### config.mk
export PLATFORM = sky130hd
export DESIGN_NAME = reg_pipe_flat
export DESIGN_NICKNAME = d
export VERILOG_FILES = /design/src/rtl/reg_pipe_pkg.sv /design/src/rtl/reg_pipe_if.sv /design/src/rtl/reg_pipe_stage.sv /design/src/rtl/reg_pipe.sv /design/src/flat_wrapper.sv
export SDC_FILE = /design/constraint.sdc
export NUM_CORES = 1
export LEC_CHECK = 0
export ABC_AREA = 0
export CAP_MARGIN = 20
export CORE_MARGIN = 2
export CORE_UTILIZATION = 25
export DETAILED_ROUTE_END_ITERATION = 8
export HOLD_SLACK_MARGIN = 0.08
export MAX_ROUTING_LAYER = met4
export SETUP_SLACK_MARGIN = 0.2
export SYNTH_ARGS = -nofsm -noshare
export SYNTH_HDL_FRONTEND = slang
export SYNTH_SLANG_ARGS = --single-unit
### constraint.sdc
create_clock -name clk_in -period 5.01 [get_ports clk_in]
set_input_delay 0.7515 -clock clk_in [delete_from_list [all_inputs] [get_ports clk_in]]
set_output_delay 0.7515 -clock clk_in [all_outputs]
set_load 0.02 [all_outputs]
### src/rtl/reg_pipe_pkg.sv
// rtl/reg_pipe_pkg.sv - shared helpers for the register pipeline
package reg_pipe_pkg;

    // Bits needed to hold an occupancy count of 0..depth
    function automatic int count_width(input int depth);
        return $clog2(depth + 1);
    endfunction

endpackage

### src/rtl/reg_pipe_if.sv
// rtl/reg_pipe_if.sv - producer/consumer handshake bundle for the register pipeline
interface reg_pipe_if #(
    parameter int WIDTH = 8,
    parameter int DEPTH = 4
);
    import reg_pipe_pkg::*;

    localparam int CW = count_width(DEPTH);

    logic [WIDTH-1:0] d_in;
    logic             valid_in;
    logic             ready_out;
    logic [WIDTH-1:0] q_out;
    logic             valid_out;
    logic             ready_in;
    logic             flush_in;
    logic [CW-1:0]    count_out;

    modport master (
        output d_in, valid_in, ready_in, flush_in,
        input  ready_out, q_out, valid_out, count_out
    );

    modport slave (
        input  d_in, valid_in, ready_in, flush_in,
        output ready_out, q_out, valid_out, count_out
    );

endinterface

### src/rtl/reg_pipe_stage.sv
// rtl/reg_pipe_stage.sv - one data register plus valid bit with load/drain/clear
module reg_pipe_stage #(
    parameter int               WIDTH     = 8,
    parameter logic [WIDTH-1:0] RESET_VAL = '0
) (
    input  logic             clk,
    input  logic             resetn,
    input  logic             clear,
    input  logic             load,
    input  logic             drain,
    input  logic [WIDTH-1:0] d,
    output logic [WIDTH-1:0] q,
    output logic             v
);

    // Load wins over drain so a word can leave and be replaced in one cycle;
    // clear drops the valid bit but keeps the stale data register.
    always_ff @(posedge clk) begin
        if (!resetn) begin
            q <= RESET_VAL;
            v <= 1'b0;
        end else if (clear) begin
            v <= 1'b0;
        end else if (load) begin
            q <= d;
            v <= 1'b1;
        end else if (drain) begin
            v <= 1'b0;
        end
    end

endmodule

### src/rtl/reg_pipe.sv
// rtl/reg_pipe.sv - bubble-collapsing valid/ready register pipeline
module reg_pipe
    import reg_pipe_pkg::*;
#(
    parameter int               WIDTH     = 8,
    parameter int               DEPTH     = 4,
    parameter logic [WIDTH-1:0] RESET_VAL = '0
) (
    input  logic       clk_in,
    input  logic       n_rst_in,
    reg_pipe_if.slave  bus
);

    localparam int CW = count_width(DEPTH);

    logic [DEPTH-1:0] v;
    logic [DEPTH-1:0] adv;
    logic [WIDTH-1:0] data [DEPTH];
    logic             take;
    logic             take0;
    logic             in_xfer;
    logic             out_xfer;
    logic [CW-1:0]    count_q;

    // Ready chain walked from the output end: a stage advances when the next
    // one is empty or itself advancing, so bubbles always get filled.
    always_comb begin
        adv   = '0;
        take  = bus.ready_in;
        for (int i = DEPTH - 1; i >= 0; i--) begin
            adv[i] = v[i] & take;
            take   = !v[i] | adv[i];
        end
        take0 = take;
    end

    assign bus.ready_out = take0 & !bus.flush_in;
    assign in_xfer       = bus.valid_in & bus.ready_out;
    assign out_xfer      = v[DEPTH-1] & bus.ready_in;
    assign bus.valid_out = v[DEPTH-1];
    assign bus.q_out     = data[DEPTH-1];
    assign bus.count_out = count_q;

    for (genvar i = 0; i < DEPTH; i++) begin : g_stage
        logic             stage_load;
        logic [WIDTH-1:0] stage_d;

        if (i == 0) begin : g_first
            assign stage_load = in_xfer;
            assign stage_d    = bus.d_in;
        end else begin : g_rest
            assign stage_load = adv[i-1];
            assign stage_d    = data[i-1];
        end

        reg_pipe_stage #(
            .WIDTH     (WIDTH),
            .RESET_VAL (RESET_VAL)
        ) u_stage (
            .clk    (clk_in),
            .resetn (n_rst_in),
            .clear  (bus.flush_in),
            .load   (stage_load),
            .drain  (adv[i]),
            .d      (stage_d),
            .q      (data[i]),
            .v      (v[i])
        );
    end

    // Occupancy tracked incrementally; equals the popcount of the valid bits
    // after every edge since only one word can enter and one leave per cycle.
    always_ff @(posedge clk_in) begin
        if (!n_rst_in) begin
            count_q <= '0;
        end else if (bus.flush_in) begin
            count_q <= '0;
        end else begin
            count_q <= count_q + CW'(in_xfer) - CW'(out_xfer);
        end
    end

endmodule

### src/flat_wrapper.sv
// flat-port wrapper written by rule: the top's interface ports become plain ports
module reg_pipe_flat import reg_pipe_pkg::*;
#(
    parameter int               WIDTH     = 8,
    parameter int               DEPTH     = 4,
    parameter logic [WIDTH-1:0] RESET_VAL = '0
)
  (clk_in, n_rst_in, bus_d_in, bus_valid_in, bus_ready_in, bus_flush_in, bus_ready_out, bus_q_out, bus_valid_out, bus_count_out);
  reg_pipe_if #(.WIDTH(WIDTH), .DEPTH(DEPTH)) bus_i ();
  input  logic clk_in;
  input  logic n_rst_in;
  input wire logic [$bits(bus_i.d_in)-1:0] bus_d_in;
  input wire logic [$bits(bus_i.valid_in)-1:0] bus_valid_in;
  input wire logic [$bits(bus_i.ready_in)-1:0] bus_ready_in;
  input wire logic [$bits(bus_i.flush_in)-1:0] bus_flush_in;
  output wire logic [$bits(bus_i.ready_out)-1:0] bus_ready_out;
  output wire logic [$bits(bus_i.q_out)-1:0] bus_q_out;
  output wire logic [$bits(bus_i.valid_out)-1:0] bus_valid_out;
  output wire logic [$bits(bus_i.count_out)-1:0] bus_count_out;
  assign bus_i.d_in = bus_d_in;
  assign bus_i.valid_in = bus_valid_in;
  assign bus_i.ready_in = bus_ready_in;
  assign bus_i.flush_in = bus_flush_in;
  assign bus_ready_out = bus_i.ready_out;
  assign bus_q_out = bus_i.q_out;
  assign bus_valid_out = bus_i.valid_out;
  assign bus_count_out = bus_i.count_out;
  reg_pipe #(.WIDTH(WIDTH), .DEPTH(DEPTH), .RESET_VAL(RESET_VAL)) u_core (.clk_in(clk_in), .n_rst_in(n_rst_in), .bus(bus_i));
endmodule
[Yosys cells after proc, flatten, opt, wreduce, memory -nomap -nowiden]
Cells that the tools add are included.
Widths: inputs -> output; s select.
Word-level totals
  register bits: 39
  output and inout bits: 13
  logic and storage cells: 45
Cells by class
  add/subtract/negate cells: 2
  multiplexer cells: 8
  bitwise logic cells: 12
  reduce and logical (&&, ||, !) cells: 14
Operators by type and width (number)
  $mux 1: 8
  $reduce_and 2->1: 4
  $reduce_bool 2->1: 4
  $and 1x1->1: 6
  $logic_not 1->1: 5
  $or 1x1->1: 4
  $add 3x1->3: 1
  $sub 3x1->3: 1
  $not 1->1: 2
  $reduce_or 2->1: 1

[Logic depth before layout (Yosys ltp)]
Gate-level depths: netlist (run 1).
  depth after elaboration: 12
  depth in mapped cells: 9
  gate-level depth less buffers: 8

[Cells and area by module]
From an unflattened synthesis (run 1), not the netlist that was laid out.
Second synthesis, totals
  cell total of the unflattened synthesis: 185
  area total of the unflattened synthesis: 1794.2 µm²
Modules (own cells, without submodules)
  reg_pipe_stage: times used 4, cells each 40, area an instance 390.4 µm², sequential area each 180.2 µm²
  reg_pipe: times used 1, cells each 25, area an instance 232.7 µm², sequential area each 60.1 µm²

[Worst setup path after synthesis (run 1)]
No wires, ideal clock.
  kind: input port to output port
  start: input port bus_ready_in
  end: output port bus_ready_out
  data arrival time: 1.468 ns
  setup slack: 2.791 ns
  cell stages on the path: 3
  path through: and4b_4 -> buf_4 -> a21oi_1
On the way
  word-level cells in the longest chain between the ends: 9
RTL lines
  start: declaration: line flat_wrapper.sv:14  | input wire logic [$bits(bus_i.ready_in)-1:0] bus_ready_in;
  $and 1x1->1: line reg_pipe.sv:31  | adv[i] = v[i] & take;
  $or 1x1->1: line reg_pipe.sv:32  | take = !v[i] | adv[i];
  $and 1x1->1: line reg_pipe.sv:31
  $or 1x1->1: line reg_pipe.sv:32
  $and 1x1->1: line reg_pipe.sv:31
  $or 1x1->1: line reg_pipe.sv:32
  $and 1x1->1: line reg_pipe.sv:31
  $or 1x1->1: line reg_pipe.sv:32
  $and 1x1->1: line reg_pipe.sv:37  | assign bus.ready_out = take0 & !bus.flush_in;
  end: declaration: line flat_wrapper.sv:16  | output wire logic [$bits(bus_i.ready_out)-1:0] bus_ready_out;
Every way passes these cells.

[Final worst setup path (run 1)]
Ends and elaborated chain as after synthesis.

==> out/qor.log, run 1 <==
qor: sta.fin_worst_hold_slack 0.4615 ns
qor: cells_and_area.layout-area-overhead-vs-synth 24.49%
qor: global_routing.grt_util_all_layers 0.1015
qor: yosys.yosysWarnings 0
qor: placement.place_congestion 0.7022
qor: worst_setup_path.crit_path_top_delay_cell clkdlybuf4s50_1
qor: power_and_ir_drop.ir_worst_vdd 0.1144 mV
qor: clock_network.tritoncts.num_buffers 5
qor: clock_network.cts_htree_levels 2
qor: sta.timing_worst_slew_pin_value 0.6544 ns
qor: cells_and_area.diodes 0
qor: sta.report.final.setup_viol 0
qor: routing.wirelength 3258 um
qor: worst_setup_path.crit_type in -> out
qor: sta.timing.clock.skew 0.006038 ns
qor: clock_network.cts_buffer_depth 2
qor: global_routing.grt_start_max_net_pins 42
qor: sta.final-hold-violation-count 0
qor: clock_network.clk_transition_reported_paths 0.07 ns
qor: routing.detailroute.via_count 1290
qor: cells_and_area.finish.utilization 0.3235
qor: sta.period_minus_slack 3.096 ns
qor: power_and_ir_drop.cellLeakagePower 0.7040 nW
qor: routing.drc_violations_left 0
qor: power_and_ir_drop.p_per_area 302.8 nW/um2
qor: die.die_height 85.25 um
qor: worst_setup_path.timing.critical_path.max_delay_family buffers and inverters
qor: worst_setup_path.required 4.26 ns
qor: worst_setup_path.crit_path_cells clkdlybuf4s50_1 -> and4b_4 -> a21oi_1 -> clkdlybuf4s50_1
qor: die.die-area 7268 um2
qor: worst_setup_path.critPathArrivalTime 2.34 ns
qor: sta.rsz_0062_raised_after_global_routing false
qor: clock_network.cts_setup_buffers 0
qor: yosys.synth_top_cell_area_share 0.4731
qor: clock_network.clk-insertion-delay-late 0.29 ns
qor: routing.drtAntennaViolNets 0
qor: global_routing.first_pass_grt_wire_length 5740 um
qor: sta.slew_viol_final 0
qor: sta.max_clock_freq 323.0 MHz
qor: sta.fin_crit_sh 0.6179
qor: global_routing.initial_antenna_violation_count 0
qor: die.design.portCount 26
qor: status.status finished clean
qor: yosys.cell_area_after_technology_mapping 1650 um2
qor: clock_network.clock_tree_root_driver_cell clkbuf_8
qor: clock_network.cts-resized-gates 0
qor: worst_setup_path.critical_path.n_buffers_inverters 2
qor: worst_setup_path.crit_path_max_incr_delay 0.62 ns
qor: yosys.synth_cells 185
qor: yosys.yosys_register_bits 39
qor: power_and_ir_drop.final_power 0.0006221 W
qor: global_routing.globalRouteOverflowTotal 0
qor: run.cap_violations 0
qor: die.core_area 6350 um2
qor: placement.io_buffers 25
qor: yosys.postSynthAreaPerCell 8.921 um2
qor: yosys.ys_seq_area_frac 0.4731
qor: clock_network.cts.sink_count 39
qor: sta.totalNegativeSetupSlack 0 ns
qor: yosys.synth_cell_type_count 26
qor: routing.drt-wirelength-per-cell 11.51 um
qor: die.fp.dieW 85.25 um
qor: routing.post_drt_via_cell_ratio 4.558
qor: yosys.postSynthNetCount 201
qor: cells_and_area.drive_gt1_frac 0.05340
qor: worst_setup_path.worstSetupStartpointType input pin
qor: worst_setup_path.endpoint_kind output pin
qor: cells_and_area.layout.nets 221
qor: yosys.synth_top_cells_by_area dfxtp_1 47%, a21boi_1 11%, nand3_1 7.3%
qor: sta.normalized_max_slew_margin 0.5637
qor: clock_network.post_cts_hold_buffer_count 0
qor: hold_path.timing.hold.worst.class reg -> reg
qor: clock_network.tritoncts yes
qor: routing.drt-initial-drc-count 79
qor: global_routing.grt_pass1_vias 1195
qor: die.initial_core_util 0.2599
qor: worst_setup_path.critical_path_peak_fanout 12
qor: routing.drt_pre_antenna_iters 4
qor: yosys.synthDominantAreaCellType dfxtp_1
qor: worst_setup_path.cp_common_cell clkdlybuf4s50_1
qor: die.site_rows 29
routing by layer:
metal | vias up | global-route usage | part of all wire
li1 | 674 | - | -
met1 | 581 | 0.1317 | 0.50
met2 | 29 | 0.1484 | 0.43
met3 | 6 | 0.02724 | 0.046
met4 | 0 | 0.04329 | 0.022
met5 | - | - | 0
cell type report:
class	instances	area (um2)
fill	678	4295
multi-input combinational	129	787.0
sequential	39	780.7
timing repair buffer	26	257.7
tap	77	96.34
clock buffer	6	82.58
clock inverter	2	35.03
inverter	4	15.01
Yosys cell counts, drive strengths merged:
cell     n
and4b    1
nor2b    4
inv      4
and2     1
and3b    1
nand3b   1
fa       1
mux2i    8
nand4b   1
nor2    10
nand2   16
xnor2    1
dfxtp   39
a21boi  24
ha       2
buf      6
xor2     1
nand3   24
nand2b   6
a21oi    3
clkbuf   7
o21ai   24
cell families (layout without fill, tap and decap cells):
| family | Yosys count | count (layout) | share of synthesized area |
|---|---|---|---|
| xor+xnor | 2 | 2 | 0.01062 |
| flops | 39 | 39 | 0.4731 |
| buf+inv | 17 | 38 | 0.05003 |
| simple gates | 65 | 65 | 0.1971 |
| compound gates | 51 | 51 | 0.1933 |
| fa+ha+maj | 3 | 3 | 0.02729 |
| mux | 8 | 8 | 0.04852 |
sequential cells by signal, indices dropped and copies added (netlist names):
name	count
u_core.g_stage.u_stage.v	4
u_core.g_stage.u_stage.q	32
u_core.bus.count_out	3
power breakdown:
part	leakage, nW	internal (W)	total [W]	switching [W]
Combinational	0.327	0.0000193	0.0000351	0.0000158
Sequential	0.315	0.000314	0.000317	0.00000295
Clock	0.0612	0.000161	0.000270	0.000109
Total	0.704	0.000495	0.000622	0.000127
path summary, 6_finish.rpt:
check                                                   start                                     endpoint  slack [ns]  depth (start not counted)
setup / recovery                                 bus_ready_in                                bus_ready_out        1.91                          4
hold / removal    u_core.g_stage[0].u_stage.q[0]$_SDFFE_PN0P_  u_core.g_stage[0].u_stage.q[0]$_SDFFE_PN0P_        0.46                          2
setup reg to reg     u_core.g_stage[2].u_stage.v$_SDFFE_PP0P_           u_core.bus.count_out[2]$_SDFF_PP0_        2.80                          7
hold reg to reg   u_core.g_stage[0].u_stage.q[0]$_SDFFE_PN0P_  u_core.g_stage[0].u_stage.q[0]$_SDFFE_PN0P_        0.46                          2
cells in the final DEF, fill, tap and decap left out, types with 2 or more instances in the layout:
| cell | synthesis | routed |
|---|---|---|
| dfxtp_1 | 39 | 39 |
| clkdlybuf4s50_1 | 0 | 25 |
| nand3_1 | 24 | 24 |
| a21boi_1 | 24 | 24 |
| o21ai_1 | 23 | 23 |
| nand2_1 | 16 | 16 |
| nor2_1 | 10 | 10 |
| mux2i_1 | 8 | 8 |
| nand2b_1 | 6 | 6 |
| clkbuf_8 | 0 | 6 |
| inv_1 | 4 | 4 |
| nor2b_1 | 4 | 4 |
| a21oi_1 | 2 | 2 |
| ha_1 | 2 | 2 |
worst register-to-register path, cell delays in order (launching register included):
cell	delay [ns]
dfxtp_1	0.36
and4b_4	0.28
a21oi_2	0.54
ha_1	0.25
inv_1	0.05
fa_1	0.40
xnor2_1	0.16
nor2_1	0.06
through the flow:
stage	area (um2)	setup slack [ns]	instances
after floorplan	1650	2.791	185
after CTS	2054	1.898	283
after global routing	2054	1.828	283
after global placement	1937	1.894	275
final	2054	1.914	283
after detailed placement	1937	1.796	275
Power figures use the tool's default switching activity.
==> run 2: changes to the inputs <==
==> constraint.sdc (replaced) <==
create_clock -name clk_in -period 2.5 [get_ports clk_in]
set_input_delay 0.375 -clock clk_in [delete_from_list [all_inputs] [get_ports clk_in]]
set_output_delay 0.375 -clock clk_in [all_outputs]
set_load 0.02 [all_outputs]
==> run 2 against run 1 <==
Compared with the run above:
- global-route usage down 0.37 points
- wire length grew 0.77%
- combinational power is 100% higher
- clock power rose by 52%
- worst hold slack improved by 0.0035 ns
- first-iteration DRC count is 41% lower
- sequential power is 100% higher
- cell area decreased by 1.5%
- non-clock buffer count up 1
- clock-buffer cell count increased by 1
- total power increased by 80%
- sequential share of layout area is 0.56 points higher
==> out/qor.log, run 2 (synthesized netlist as in run 1, its figures left out) <==
qor: status.status finished clean
qor: global_routing.grt_pass1_vias 1210 [+1.3%]
qor: global_routing.use_met2 0.1456 [-0.002841]
qor: global_routing.grt_most_used_layer met2
qor: clock_network.clk-insertion-delay-late 0.29 ns [about the same]
qor: die.core_area 6350 um2 [unchanged]
qor: power_and_ir_drop.pwr-share-clk 0.367 [-0.066]
qor: worst_setup_path.crit_type in -> out
qor: sta.max_clock_freq 471.8 MHz
qor: placement.dp.final_hpwl 2275 um
qor: cells_and_area.layout.nets 222 [+0.45%]
qor: global_routing.grt.met3_usage 0.02432 [-0.002918]
qor: cells_and_area.largest_register_ffs 32 [unchanged]
qor: cells_and_area.finish.utilization 0.3188 [-0.004729]
qor: power_and_ir_drop.seq_power_share 0.569 [+0.059]
qor: global_routing.globalRouteOverflowTotal 0 [unchanged]
qor: cells_and_area.layout-area-overhead-vs-synth 22.67%
qor: die.initial_core_util 0.2599 [unchanged]
qor: cells_and_area.most-common-layout-cells 39 x dfxtp_1, 24 x nand3_1, 24 x a21boi_1, 24 x clkdlybuf4s50_1, 23 x o21ai_1
qor: run.cap_violations 0 [unchanged]
qor: power_and_ir_drop.pwr-share-comb 0.063 [+0.007]
qor: cells_and_area.drive_gt1_frac 0.04831 [-0.005089]
qor: power_and_ir_drop.power_report.internal_total 0.0008650 W [+75%]
qor: sta.slew_viol_final 0 [unchanged]
qor: sta.fin_crit_sh 0.8478
qor: clock_network.post_cts_hold_buffer_count 0 [unchanged]
qor: worst_setup_path.critical_path_peak_fanout 12 [unchanged]
qor: power_and_ir_drop.p_per_area 551.8 nW/um2 [+82%]
qor: routing.drc_violations_left 0 [unchanged]
qor: sta.timing_worst_slew_pin_value 0.6296 ns [-0.02485 ns]
qor: power_and_ir_drop.power.share.switching 0.2256 [+0.02097]
qor: clock_network.tritoncts yes
qor: die.die_height 85.25 um [unchanged]
qor: hold_path.timing.hold.worst.class reg -> reg
qor: die.fp.dieW 85.25 um [unchanged]
qor: routing.drt-initial-drc-count 47 [-41%]
qor: worst_setup_path.required 2.12 ns [-2.14 ns]
qor: die.site_rows 29 [unchanged]
qor: power_and_ir_drop.power.net_switching 0.0002520 W [+98%]
qor: die.die-area 7268 um2 [unchanged]
qor: clock_network.clk_transition_reported_paths 0.07 ns [about the same]
qor: routing.drtAntennaViolNets 0 [unchanged]
qor: worst_setup_path.critPathArrivalTime 1.74 ns [-0.60 ns]
qor: placement.io_buffers 25 [unchanged]
qor: sta.normalized_max_slew_margin 0.5794 [+0.01570]
qor: routing.wirelength 3283 um [+0.77%]
qor: clock_network.cts-resized-gates 1 [+1]
qor: sta.totalNegativeSetupSlack 0 ns [unchanged]
qor: clock_network.clock_tree_root_driver_cell clkbuf_8
qor: sta.final-hold-violation-count 0 [unchanged]
qor: power_and_ir_drop.cellLeakagePower 0.6915 nW [-1.8%]
qor: worst_setup_path.endpoint_kind output pin
qor: sta.report.final.setup_viol 0 [unchanged]
qor: clock_network.tritoncts.num_buffers 5 [unchanged]
qor: routing.drt_pre_antenna_iters 4 [unchanged]
qor: routing.post_drt_via_cell_ratio 4.560 [about the same]
qor: worst_setup_path.worstSetupStartpointType input pin
qor: global_routing.grt_util_all_layers 0.09786 [-0.003659]
qor: global_routing.gr-usage-met1 0.1289 [-0.002845]
qor: clock_network.cts_setup_buffers 0 [unchanged]
qor: placement.place_congestion 0.7531 [+7.2%]
qor: global_routing.initial_antenna_violation_count 0 [unchanged]
qor: sta.rsz_0062_raised_after_global_routing false
qor: die.design.portCount 26 [unchanged]
qor: cells_and_area.regMostFlops u_core.g_stage.u_stage.q
qor: clock_network.cts_buffer_depth 2 [unchanged]
qor: cells_and_area.diodes 0 [unchanged]
qor: power_and_ir_drop.ir_worst_vdd 0.2306 mV [+100%]
qor: sta.period_minus_slack 2.119 ns
qor: global_routing.first_pass_grt_wire_length 5637 um [-1.8%]
qor: routing.detailroute.via_count 1295 [+0.39%]
qor: routing.drt-wirelength-per-cell 11.56 um [+0.41%]
qor: cells_and_area.layout.cells.most_common dfxtp_1
qor: clock_network.cts_htree_levels 2 [unchanged]
qor: global_routing.grt_start_max_net_pins 42 [unchanged]
qor: sta.timing.clock.skew 0.007905 ns [+0.001867 ns]
qor: clock_network.cts.sink_count 39 [unchanged]
[run 2: per-stage QoR]
step	instance area (um2)	power, W	hold WS, ns	setup WS, ns	std cells
2_1_floorplan	1650	0.0006900	0.4350	0.6761	185
3_3_place_gp	1944	0.0007223	0.4495	0.1433	276
3_5_place_dp	1944	0.0007227	0.4511	0.1220	276
4_1_cts	2024	0.001129	0.4683	0.3700	284
5_1_grt	2024	0.001168	0.4906	0.2967	284
6_report	2024	0.001117	0.4649	0.3806	284
[run 2: routing by layer]
layer  routed length (um)  up-vias
met5                    0        -
met4                   37        0
met3                  142        4
met2                 1432       23
met1                 1670      593
li1                     -      675
[run 2: area by class of cell]
class / count / area (um2)
repair buffers: 27 / 264.0
inverters: 4 / 15.01
clock inverters: 1 / 5.005
flip-flops and latches: 39 / 780.7
fillers: 653 / 4325
multi-input cells: 129 / 787.0
well taps: 77 / 96.34
clock buffers: 7 / 76.32
[run 2: path summary, 6_finish.rpt]
check	start	end	slack, ns	cells past startpoint
worst max-delay path	bus_ready_in	bus_ready_out	0.38	4
worst min-delay path	u_core.g_stage[2].u_stage.q[0]$_SDFFE_PN0P_	u_core.g_stage[3].u_stage.q[0]$_SDFFE_PN0P_	0.46	2
worst max register to register	u_core.g_stage[3].u_stage.v$_SDFFE_PP0P_	u_core.bus.count_out[2]$_SDFF_PP0_	0.69	8
worst min register to register	u_core.g_stage[2].u_stage.q[0]$_SDFFE_PN0P_	u_core.g_stage[3].u_stage.q[0]$_SDFFE_PN0P_	0.46	2
[run 2: worst max-delay path, stage by stage]
cell and delay (ns):
clkdlybuf4s50_1 0.49, and4b_4 0.46, a21oi_1 0.09, dlygate4sd2_1 0.33
[run 2: power groups by stage]
| stage | clock network (W) | registers [W] | logic (W) |
|---|---|---|---|
| final | 0.000410 | 0.000636 | 0.0000707 |
| after CTS | 0.000421 | 0.000636 | 0.0000719 |
| after global placement | 0 | 0.000650 | 0.0000720 |
| after detailed placement | 0 | 0.000651 | 0.0000721 |
| after global routing | 0.000452 | 0.000637 | 0.0000787 |
| after floorplan | 0 | 0.000650 | 0.0000401 |
